[src/rtl/uartrx.sv]
// uartrx -- 8N1 UART receiver (1 start bit, 8 data bits LSB first, 1 stop bit, no parity).
//
// The serial pin goes through a 2-FF synchronizer. A five-state FSM then samples it:
// - the start bit is checked at its midpoint;
// - each data bit and the stop bit are sampled one full bit period later.
// A good stop bit delivers the byte with a one-cycle o_RX_DV strobe.
// A bad stop bit (sampled 0) gives a one-cycle o_RX_Frame_Err strobe instead, and start
// detection is disarmed until the line has been seen high again. This keeps a break
// condition (line held low) from producing a stream of bogus frames.
//
// Handshake: o_RX_DV is a valid-only strobe with no ready. The receiver cannot be stalled,
// so the consumer must capture o_RX_Byte in the cycle o_RX_DV is high. o_RX_Byte then
// holds its value until the next good frame.
//
// Optional feature (define UARTRX_MAJORITY_EN): every sample point takes the majority of
// the last three synchronized line values. This rejects single-cycle glitches. Without
// the macro, each sample is the single synchronized line value.
//
// Parameters:
//   CLKS_PER_BIT   clocks per bit = f(i_Clock)/baud, legal range 8..255
// Ports:
//   i_Clock        clock, rising edge
//   i_Reset        synchronous active-high reset
//   i_RX_Serial    asynchronous serial input, idle high
//   o_RX_DV        one-cycle strobe: o_RX_Byte holds a freshly received byte
//   o_RX_Byte      last good byte
//   o_RX_Active    high from start-bit detect until the FSM returns to IDLE
//   o_RX_Frame_Err one-cycle strobe: stop bit sampled 0
//   o_Debug_State  current FSM state encoding (debug observation only)
module uartrx #(
    parameter int CLKS_PER_BIT = 217
) (
    input  logic       i_Clock,
    input  logic       i_Reset,
    input  logic       i_RX_Serial,
    output logic       o_RX_DV,
    output logic [7:0] o_RX_Byte,
    output logic       o_RX_Active,
    output logic       o_RX_Frame_Err,
    output logic [2:0] o_Debug_State
);

    localparam logic [7:0] HALF_CNT = 8'((CLKS_PER_BIT - 1) / 2);
    localparam logic [7:0] LAST_CNT = 8'(CLKS_PER_BIT - 1);

    typedef enum logic [2:0] {
        IDLE         = 3'd0,
        RX_START_BIT = 3'd1,
        RX_DATA_BITS = 3'd2,
        RX_STOP_BIT  = 3'd3,
        CLEANUP      = 3'd4
    } state_t;

    state_t     r_State, w_State_Next;
    logic       r_RX_s1, r_RX_s2;
    logic [7:0] r_Count, w_Count_Next;
    logic [2:0] r_Bit_Index, w_Bit_Index_Next;
    logic [7:0] r_RX_Shift, w_RX_Shift_Next;
    logic       r_Armed, w_Armed_Next;
    logic [7:0] w_RX_Byte_Next;
    logic       w_RX_DV_Next, w_Frame_Err_Next, w_RX_Active_Next;
    logic       w_Sample;

    // Both synchronizer stages reset to the idle (high) level, so reset never looks like a start bit.
    always_ff @(posedge i_Clock) begin
        if (i_Reset) begin
            r_RX_s1 <= 1'b1;
            r_RX_s2 <= 1'b1;
        end else begin
            r_RX_s1 <= i_RX_Serial;
            r_RX_s2 <= r_RX_s1;
        end
    end

`ifdef UARTRX_MAJORITY_EN
    // Bit [0] holds the line one cycle ago; bit [1] holds it two cycles ago.
    logic [1:0] r_Line_Hist;

    always_ff @(posedge i_Clock) begin
        if (i_Reset) r_Line_Hist <= 2'b11;
        else         r_Line_Hist <= {r_Line_Hist[0], r_RX_s2};
    end

    assign w_Sample = (r_RX_s2 & r_Line_Hist[0]) | (r_RX_s2 & r_Line_Hist[1]) |
                      (r_Line_Hist[0] & r_Line_Hist[1]);
`else
    assign w_Sample = r_RX_s2;
`endif

    always_ff @(posedge i_Clock) begin
        if (i_Reset) begin
            r_State        <= IDLE;
            r_Count        <= 8'd0;
            r_Bit_Index    <= 3'd0;
            r_RX_Shift     <= 8'd0;
            r_Armed        <= 1'b1;
            o_RX_Byte      <= 8'd0;
            o_RX_DV        <= 1'b0;
            o_RX_Frame_Err <= 1'b0;
            o_RX_Active    <= 1'b0;
        end else begin
            r_State        <= w_State_Next;
            r_Count        <= w_Count_Next;
            r_Bit_Index    <= w_Bit_Index_Next;
            r_RX_Shift     <= w_RX_Shift_Next;
            r_Armed        <= w_Armed_Next;
            o_RX_Byte      <= w_RX_Byte_Next;
            o_RX_DV        <= w_RX_DV_Next;
            o_RX_Frame_Err <= w_Frame_Err_Next;
            o_RX_Active    <= w_RX_Active_Next;
        end
    end

    always_comb begin
        w_State_Next     = r_State;
        w_Count_Next     = r_Count;
        w_Bit_Index_Next = r_Bit_Index;
        w_RX_Shift_Next  = r_RX_Shift;
        w_RX_Byte_Next   = o_RX_Byte;
        w_RX_Active_Next = o_RX_Active;
        // Strobes default low, so each one lasts exactly the cycle after its sample point.
        w_RX_DV_Next     = 1'b0;
        w_Frame_Err_Next = 1'b0;
        // Any cycle with the line high re-arms start detection; a framing error overrides it below.
        w_Armed_Next     = r_Armed | r_RX_s2;

        case (r_State)
            IDLE: begin
                w_Count_Next     = 8'd0;
                w_Bit_Index_Next = 3'd0;
                if (!r_RX_s2 && r_Armed) begin
                    w_State_Next     = RX_START_BIT;
                    w_RX_Active_Next = 1'b1;
                end
            end

            RX_START_BIT: begin
                if (r_Count == HALF_CNT) begin
                    if (!w_Sample) begin
                        w_Count_Next = 8'd0;
                        w_State_Next = RX_DATA_BITS;
                    end else begin
                        // The line went back high before mid-bit: treat it as noise.
                        w_State_Next     = IDLE;
                        w_RX_Active_Next = 1'b0;
                    end
                end else begin
                    w_Count_Next = r_Count + 8'd1;
                end
            end

            RX_DATA_BITS: begin
                if (r_Count == LAST_CNT) begin
                    w_Count_Next                 = 8'd0;
                    w_RX_Shift_Next[r_Bit_Index] = w_Sample;
                    if (r_Bit_Index == 3'd7) w_State_Next     = RX_STOP_BIT;
                    else                     w_Bit_Index_Next = r_Bit_Index + 3'd1;
                end else begin
                    w_Count_Next = r_Count + 8'd1;
                end
            end

            RX_STOP_BIT: begin
                if (r_Count == LAST_CNT) begin
                    if (w_Sample) begin
                        w_RX_Byte_Next = r_RX_Shift;
                        w_RX_DV_Next   = 1'b1;
                    end else begin
                        w_Frame_Err_Next = 1'b1;
                        w_Armed_Next     = 1'b0;
                    end
                    w_State_Next = CLEANUP;
                end else begin
                    w_Count_Next = r_Count + 8'd1;
                end
            end

            CLEANUP: begin
                w_RX_Active_Next = 1'b0;
                w_State_Next     = IDLE;
            end

            default: begin
                w_State_Next     = IDLE;
                w_RX_Active_Next = 1'b0;
            end
        endcase
    end

    assign o_Debug_State = r_State;

endmodule

[config.mk]
export PLATFORM = sky130hd
export DESIGN_NAME = uartrx
export DESIGN_NICKNAME = d
export VERILOG_FILES = /design/src/rtl/uartrx.sv
export SDC_FILE = /design/constraint.sdc
export NUM_CORES = 1
export LEC_CHECK = 0
export ABC_AREA = 1
export BUFFER_PORTS_ARGS = -buffer_cell sky130_fd_sc_hd__buf_4
export CORE_MARGIN = 5
export CORE_UTILIZATION = 55
export DETAILED_ROUTE_END_ITERATION = 12
export PLACE_DENSITY = 0.72
export SLEW_MARGIN = 10
export SYNTH_ARGS = -nofsm -noshare
export SYNTH_HDL_FRONTEND = slang
export SYNTH_SLANG_ARGS = --single-unit
[constraint.sdc]
create_clock -name i_Clock -period 1.7 [get_ports i_Clock]
set_clock_uncertainty 0.05 [all_clocks]
set_input_delay 0.17 -clock i_Clock [delete_from_list [all_inputs] [get_ports i_Clock]]
set_output_delay 0.17 -clock i_Clock [all_outputs]
set_load 0.01 [all_outputs]
==> run_summary.xml <==
<?xml version="1.0" encoding="UTF-8"?>
<metrics>
  <group name="hold_path">
    <metric name="launch_instance_of_the_worst_min_delay_path" unit="">i_Reset</metric>
    <metric name="cell_depth_of_the_worst_hold_path" unit="">2</metric>
    <metric name="min_delay_worst_endpoint" unit="">r_Count[5]</metric>
    <metric name="class_of_the_tightest_hold_or_removal_check" unit="">in -&gt; reg</metric>
  </group>
  <group name="setup_path">
    <metric name="critical-path-max-stage-delay" unit="ns">0.43</metric>
    <metric name="cp.buffers_inverters" unit="">1</metric>
    <metric name="worst_path_dominant_cell_family" unit="">simple AND/OR/NAND/NOR gates</metric>
    <metric name="regToRegStartpoint" unit="">r_Bit_Index[1]</metric>
    <metric name="r2r.worst_path.cells" unit="">8</metric>
    <metric name="setup.worst_path.class" unit="">reg -&gt; reg</metric>
    <metric name="category_of_the_worst_setup_path_capture_point" unit="">flip-flop</metric>
    <metric name="ff2ff_setup_slack" unit="ns">0.08</metric>
    <metric name="crit_top_cell" unit="">sky130_fd_sc_hd__ha_1</metric>
    <metric name="critPathRequiredTime" unit="ns">1.94</metric>
    <metric name="critical_path_depth" unit="">8</metric>
    <metric name="crit_path_top_delay_cell" unit="">sky130_fd_sc_hd__dfxtp_1</metric>
    <metric name="reg2reg_to" unit="">o_Debug_State[2]</metric>
    <metric name="cp_data_arrival_time" unit="ns">1.86</metric>
    <metric name="cp_cell_sequence" unit="">ha_1 &gt; ha_1 &gt; nand3b_1 &gt; nand2_1 &gt; a21oi_1 &gt; and2_4 &gt; nand3_1 &gt; inv_1</metric>
    <metric name="cp-start-kind" unit="">flip-flop</metric>
    <metric name="crit_fanout" unit="">6</metric>
  </group>
  <group name="global_routing">
    <metric name="grt_start_max_net_pins" unit="">18</metric>
    <metric name="grt_remaining_overflow" unit="">0</metric>
    <metric name="grt_pass1_vias" unit="">1420</metric>
    <metric name="grt_pass1_wl" unit="µm">6310</metric>
    <metric name="grt_usage" unit="">0.186</metric>
    <metric name="grt_antenna_before_repair" unit="">0</metric>
  </group>
  <group name="synth">
    <metric name="synth_nets" unit="">269</metric>
    <metric name="synth-warning-count" unit="">0</metric>
    <metric name="number_of_library_cell_types_mapped_by_synthesis" unit="">27</metric>
    <metric name="synthesized_area_per_cell" unit="µm²">6.88</metric>
    <metric name="netlist_area" unit="µm²">1800</metric>
    <metric name="post_synthesis_cell_type_with_the_largest_combined_area" unit="">sky130_fd_sc_hd__dfxtp_1</metric>
    <metric name="synthDominantCellAreaShare" unit="">0.400</metric>
    <metric name="synth_seq_cells" unit="">36</metric>
    <metric name="syn-instance-count" unit="">262</metric>
    <metric name="netlist_top_cells_area" unit="">sky130_fd_sc_hd__dfxtp_1 40%, sky130_fd_sc_hd__nand2_1 14%, sky130_fd_sc_hd__inv_1 9.2%, sky130_fd_sc_hd__a21oi_1 6.9%, sky130_fd_sc_hd__nor2_1 5.4%</metric>
    <metric name="yosysSeqAreaShare" unit="">0.400</metric>
  </group>
  <group name="route">
    <metric name="first_pass_iters" unit="">4</metric>
    <metric name="wl_per_cell" unit="µm">11.7</metric>
    <metric name="drt_wl_total" unit="µm">3930</metric>
    <metric name="drc" unit="">0</metric>
    <metric name="drt-initial-drc-count" unit="">138</metric>
    <metric name="route.antenna.remaining_nets" unit="">0</metric>
    <metric name="post_drt_via_cell_ratio" unit="">4.87</metric>
    <metric name="vias" unit="">1630</metric>
  </group>
  <group name="floorplanning">
    <metric name="die-height" unit="µm">67.3</metric>
    <metric name="std_cell_rows" unit="">20</metric>
    <metric name="die-area" unit="µm²">4520</metric>
    <metric name="floorplan.initialDensity" unit="">0.581</metric>
    <metric name="core_area" unit="µm²">3100</metric>
    <metric name="number_of_placed_i_o_pins" unit="">17</metric>
    <metric name="die_w" unit="µm">67.3</metric>
  </group>
  <group name="timing">
    <metric name="timing.final.crit_share" unit="">0.955</metric>
    <metric name="timing.final.crit_period" unit="ns">1.62</metric>
    <metric name="rsz_0062_raised_after_global_routing" unit="">yes</metric>
    <metric name="max_slew.worst_pin.slew" unit="ns">0.351</metric>
    <metric name="timing.fmax" unit="MHz">616</metric>
    <metric name="setup-violations-final" unit="">0</metric>
    <metric name="hold-worst-slack" unit="ns">0.0241</metric>
    <metric name="finalWorstSetupSlack" unit="ns">0.0762</metric>
    <metric name="max_slew_violation_count" unit="">0</metric>
    <metric name="slew_headroom" unit="">0.765</metric>
    <metric name="setup_tns" unit="ns">0</metric>
    <metric name="final_hold_viol_count" unit="">0</metric>
  </group>
  <group name="power_and_ir_drop">
    <metric name="highest_ir_drop_seen_on_vdd" unit="µV">904</metric>
    <metric name="p_leak" unit="nW">0.992</metric>
    <metric name="power.density_cell_area" unit="nW/µm²">1060</metric>
    <metric name="power" unit="mW">2.31</metric>
  </group>
  <group name="placement">
    <metric name="dp_hpwl" unit="µm">2680</metric>
    <metric name="buffer_ports.inserted" unit="">16</metric>
    <metric name="pre_cts_ws" unit="ns">0.0552</metric>
    <metric name="gp_congestion" unit="">0.933</metric>
  </group>
  <group name="clock_tree">
    <metric name="cts_num_sinks" unit="">36</metric>
    <metric name="cts-root-buf" unit="">sky130_fd_sc_hd__clkbuf_4</metric>
    <metric name="cts_inserted_buffers" unit="">5</metric>
    <metric name="cts.clk_slew.worst_paths" unit="ns">0.11</metric>
    <metric name="clock_insertion_delay_worst_skew" unit="ns">0.34</metric>
    <metric name="cts.htree.levels" unit="">2</metric>
    <metric name="clock_path_buffers" unit="">2</metric>
    <metric name="tritoncts" unit="">done</metric>
  </group>
  <group name="cells_and_area">
    <metric name="fraction_of_the_core_area_covered_by_cells_at_the_end_of_the_flow" unit="">0.703</metric>
    <metric name="filler_cell_count" unit="">286</metric>
    <metric name="antenna-diode-count" unit="">0</metric>
    <metric name="finish.net_count" unit="">297</metric>
    <metric name="layout-area-overhead-vs-synth" unit="%">21.0</metric>
    <metric name="drive_gt1_frac" unit="">0.213</metric>
  </group>
  <group name="job">
    <metric name="maxCapViolations" unit="">0</metric>
  </group>
  <group name="status">
    <metric name="status" unit="">completed</metric>
  </group>
</metrics>
[placed cells by master, fill, tap and decap left out]
cell type / count
sky130_fd_sc_hd__ha_1: 4
sky130_fd_sc_hd__nand3_1: 15
sky130_fd_sc_hd__and2_4: 1
sky130_fd_sc_hd__dfxtp_1: 34
sky130_fd_sc_hd__nand4_1: 1
sky130_fd_sc_hd__nand3_2: 3
sky130_fd_sc_hd__nor2_2: 2
sky130_fd_sc_hd__nor2_4: 7
sky130_fd_sc_hd__xnor2_1: 1
sky130_fd_sc_hd__inv_1: 44
sky130_fd_sc_hd__dlygate4sd3_1: 1
sky130_fd_sc_hd__nor2_1: 24
sky130_fd_sc_hd__or2_2: 2
sky130_fd_sc_hd__buf_4: 24
sky130_fd_sc_hd__nor3_4: 1
sky130_fd_sc_hd__clkbuf_8: 2
sky130_fd_sc_hd__bufinv_16: 1
sky130_fd_sc_hd__inv_2: 3
sky130_fd_sc_hd__nand3_4: 1
sky130_fd_sc_hd__buf_12: 1
sky130_fd_sc_hd__o21ai_1: 6
sky130_fd_sc_hd__nand2_2: 3
sky130_fd_sc_hd__a21oi_1: 25
sky130_fd_sc_hd__nand2_4: 3
sky130_fd_sc_hd__o21ai_0: 9
sky130_fd_sc_hd__nand2_1: 63
sky130_fd_sc_hd__nand3b_1: 1
sky130_fd_sc_hd__clkbuf_4: 5
sky130_fd_sc_hd__dfxtp_2: 2
sky130_fd_sc_hd__xor2_1: 1
sky130_fd_sc_hd__nor3_2: 1
[power by group]
group          internal (mW)  total [mW]  switching, mW  leakage (nW)
Sequential             0.893       0.936         0.0437         0.292
Combinational          0.276       0.695          0.419         0.648
Clock                  0.390       0.681          0.290        0.0515
Total                   1.56        2.31          0.753         0.992
[worst reg2reg max path, delay by kind of cell, from the launching register on]
kind | cells | cell delay, ns
fa+ha+maj | 2 | 0.35
compound gates | 1 | 0.21
buf+inv | 1 | 0.06
flops | 1 | 0.43
simple gates | 4 | 0.47
[layout make-up]
class	count	area [µm²]	area share
clock buffers	7	65.1	0.0298
clock inverters	1	30.0	0.0138
inverters	47	176	0.0808
multi-input cells	174	922	0.423
flip-flops and latches	36	723	0.331
well taps	44	55.1	0.0252
repair buffers	26	210	0.0963
[worst max path at each step]
stage	startpoint	end	slack [ns]
after global placement	r_Count[0]	r_Count[4]	0.07
after floorplan	r_Count[0]	o_RX_Byte[0]	0.23
after CTS	r_Count[0]	r_Count[4]	0.03
after detailed placement	r_Count[0]	r_Count[4]	0.06
final	r_Bit_Index[1]	o_Debug_State[2]	0.08
after global routing	r_Count[0]	r_Count[0]	-0.04
[cell usage after synthesis]
cell type / n
sky130_fd_sc_hd__buf_6: 3
sky130_fd_sc_hd__nor3_4: 1
sky130_fd_sc_hd__nand2_4: 1
sky130_fd_sc_hd__nor2_4: 3
sky130_fd_sc_hd__nand2_2: 1
sky130_fd_sc_hd__nor2_2: 4
sky130_fd_sc_hd__clkbuf_1: 2
sky130_fd_sc_hd__nand4_1: 1
sky130_fd_sc_hd__and2_1: 1
sky130_fd_sc_hd__xor2_1: 1
sky130_fd_sc_hd__inv_2: 3
sky130_fd_sc_hd__or2_2: 2
sky130_fd_sc_hd__o21ai_0: 14
sky130_fd_sc_hd__dfxtp_1: 36
sky130_fd_sc_hd__nor2_1: 26
sky130_fd_sc_hd__buf_2: 1
sky130_fd_sc_hd__nand3b_1: 1
sky130_fd_sc_hd__a21oi_1: 25
sky130_fd_sc_hd__nand3_2: 1
sky130_fd_sc_hd__ha_1: 4
sky130_fd_sc_hd__nand3_1: 16
sky130_fd_sc_hd__o21ai_1: 1
sky130_fd_sc_hd__inv_1: 44
sky130_fd_sc_hd__xnor2_1: 1
sky130_fd_sc_hd__nand2_1: 67
sky130_fd_sc_hd__nor3_2: 1
sky130_fd_sc_hd__nand3_4: 1
[sequential cells by signal (all words and copies together) (netlist names)]
signal / count
o_RX_Byte: 8
r_Armed: 1
r_Count: 8
r_RX_Shift: 8
o_Debug_State: 3
r_RX_s1: 1
o_RX_Active: 1
r_RX_s2: 1
o_RX_Frame_Err: 1
o_RX_DV: 1
r_Bit_Index: 3
[logic make-up (layout without fill, tap and decap cells)]
group / count (synthesis) / in the layout / share of synthesized area
AND/OR/NAND/NOR: 127 / 128 / 0.328
buffers and inverters: 53 / 81 / 0.124
AO/OA/AOI/OAI: 40 / 40 / 0.111
flip-flops: 36 / 36 / 0.400
adder cells (fa/ha/maj): 4 / 4 / 0.0278
XOR/XNOR: 2 / 2 / 0.00972
[per-stage QoR]
step	instances	cell area (µm²)
after global routing	335	2180
final	335	2180
after floorplan	262	1800
after CTS	331	2090
after detailed placement	322	1990
after global placement	322	1990
[repair_timing]
| item | CTS | global route |
|---|---|---|
| setup buffers | 0 | 3 |
| resized for setup | 0 | 21 |
| endpoints found under the setup margin | 0 | 30 |
| hold endpoints to repair | 1 | 0 |
| hold buffers | 1 | 0 |
[layer usage]
metal | up-vias | global-route usage | wire length [µm]
met5 | - | 0 | 0
met4 | 0 | 0.101 | 71
met3 | 8 | 0.0466 | 224
met2 | 37 | 0.277 | 1810
met1 | 721 | 0.245 | 1830
li1 | 864 | - | -
Note: power is estimated with default switching activity, not from simulation.
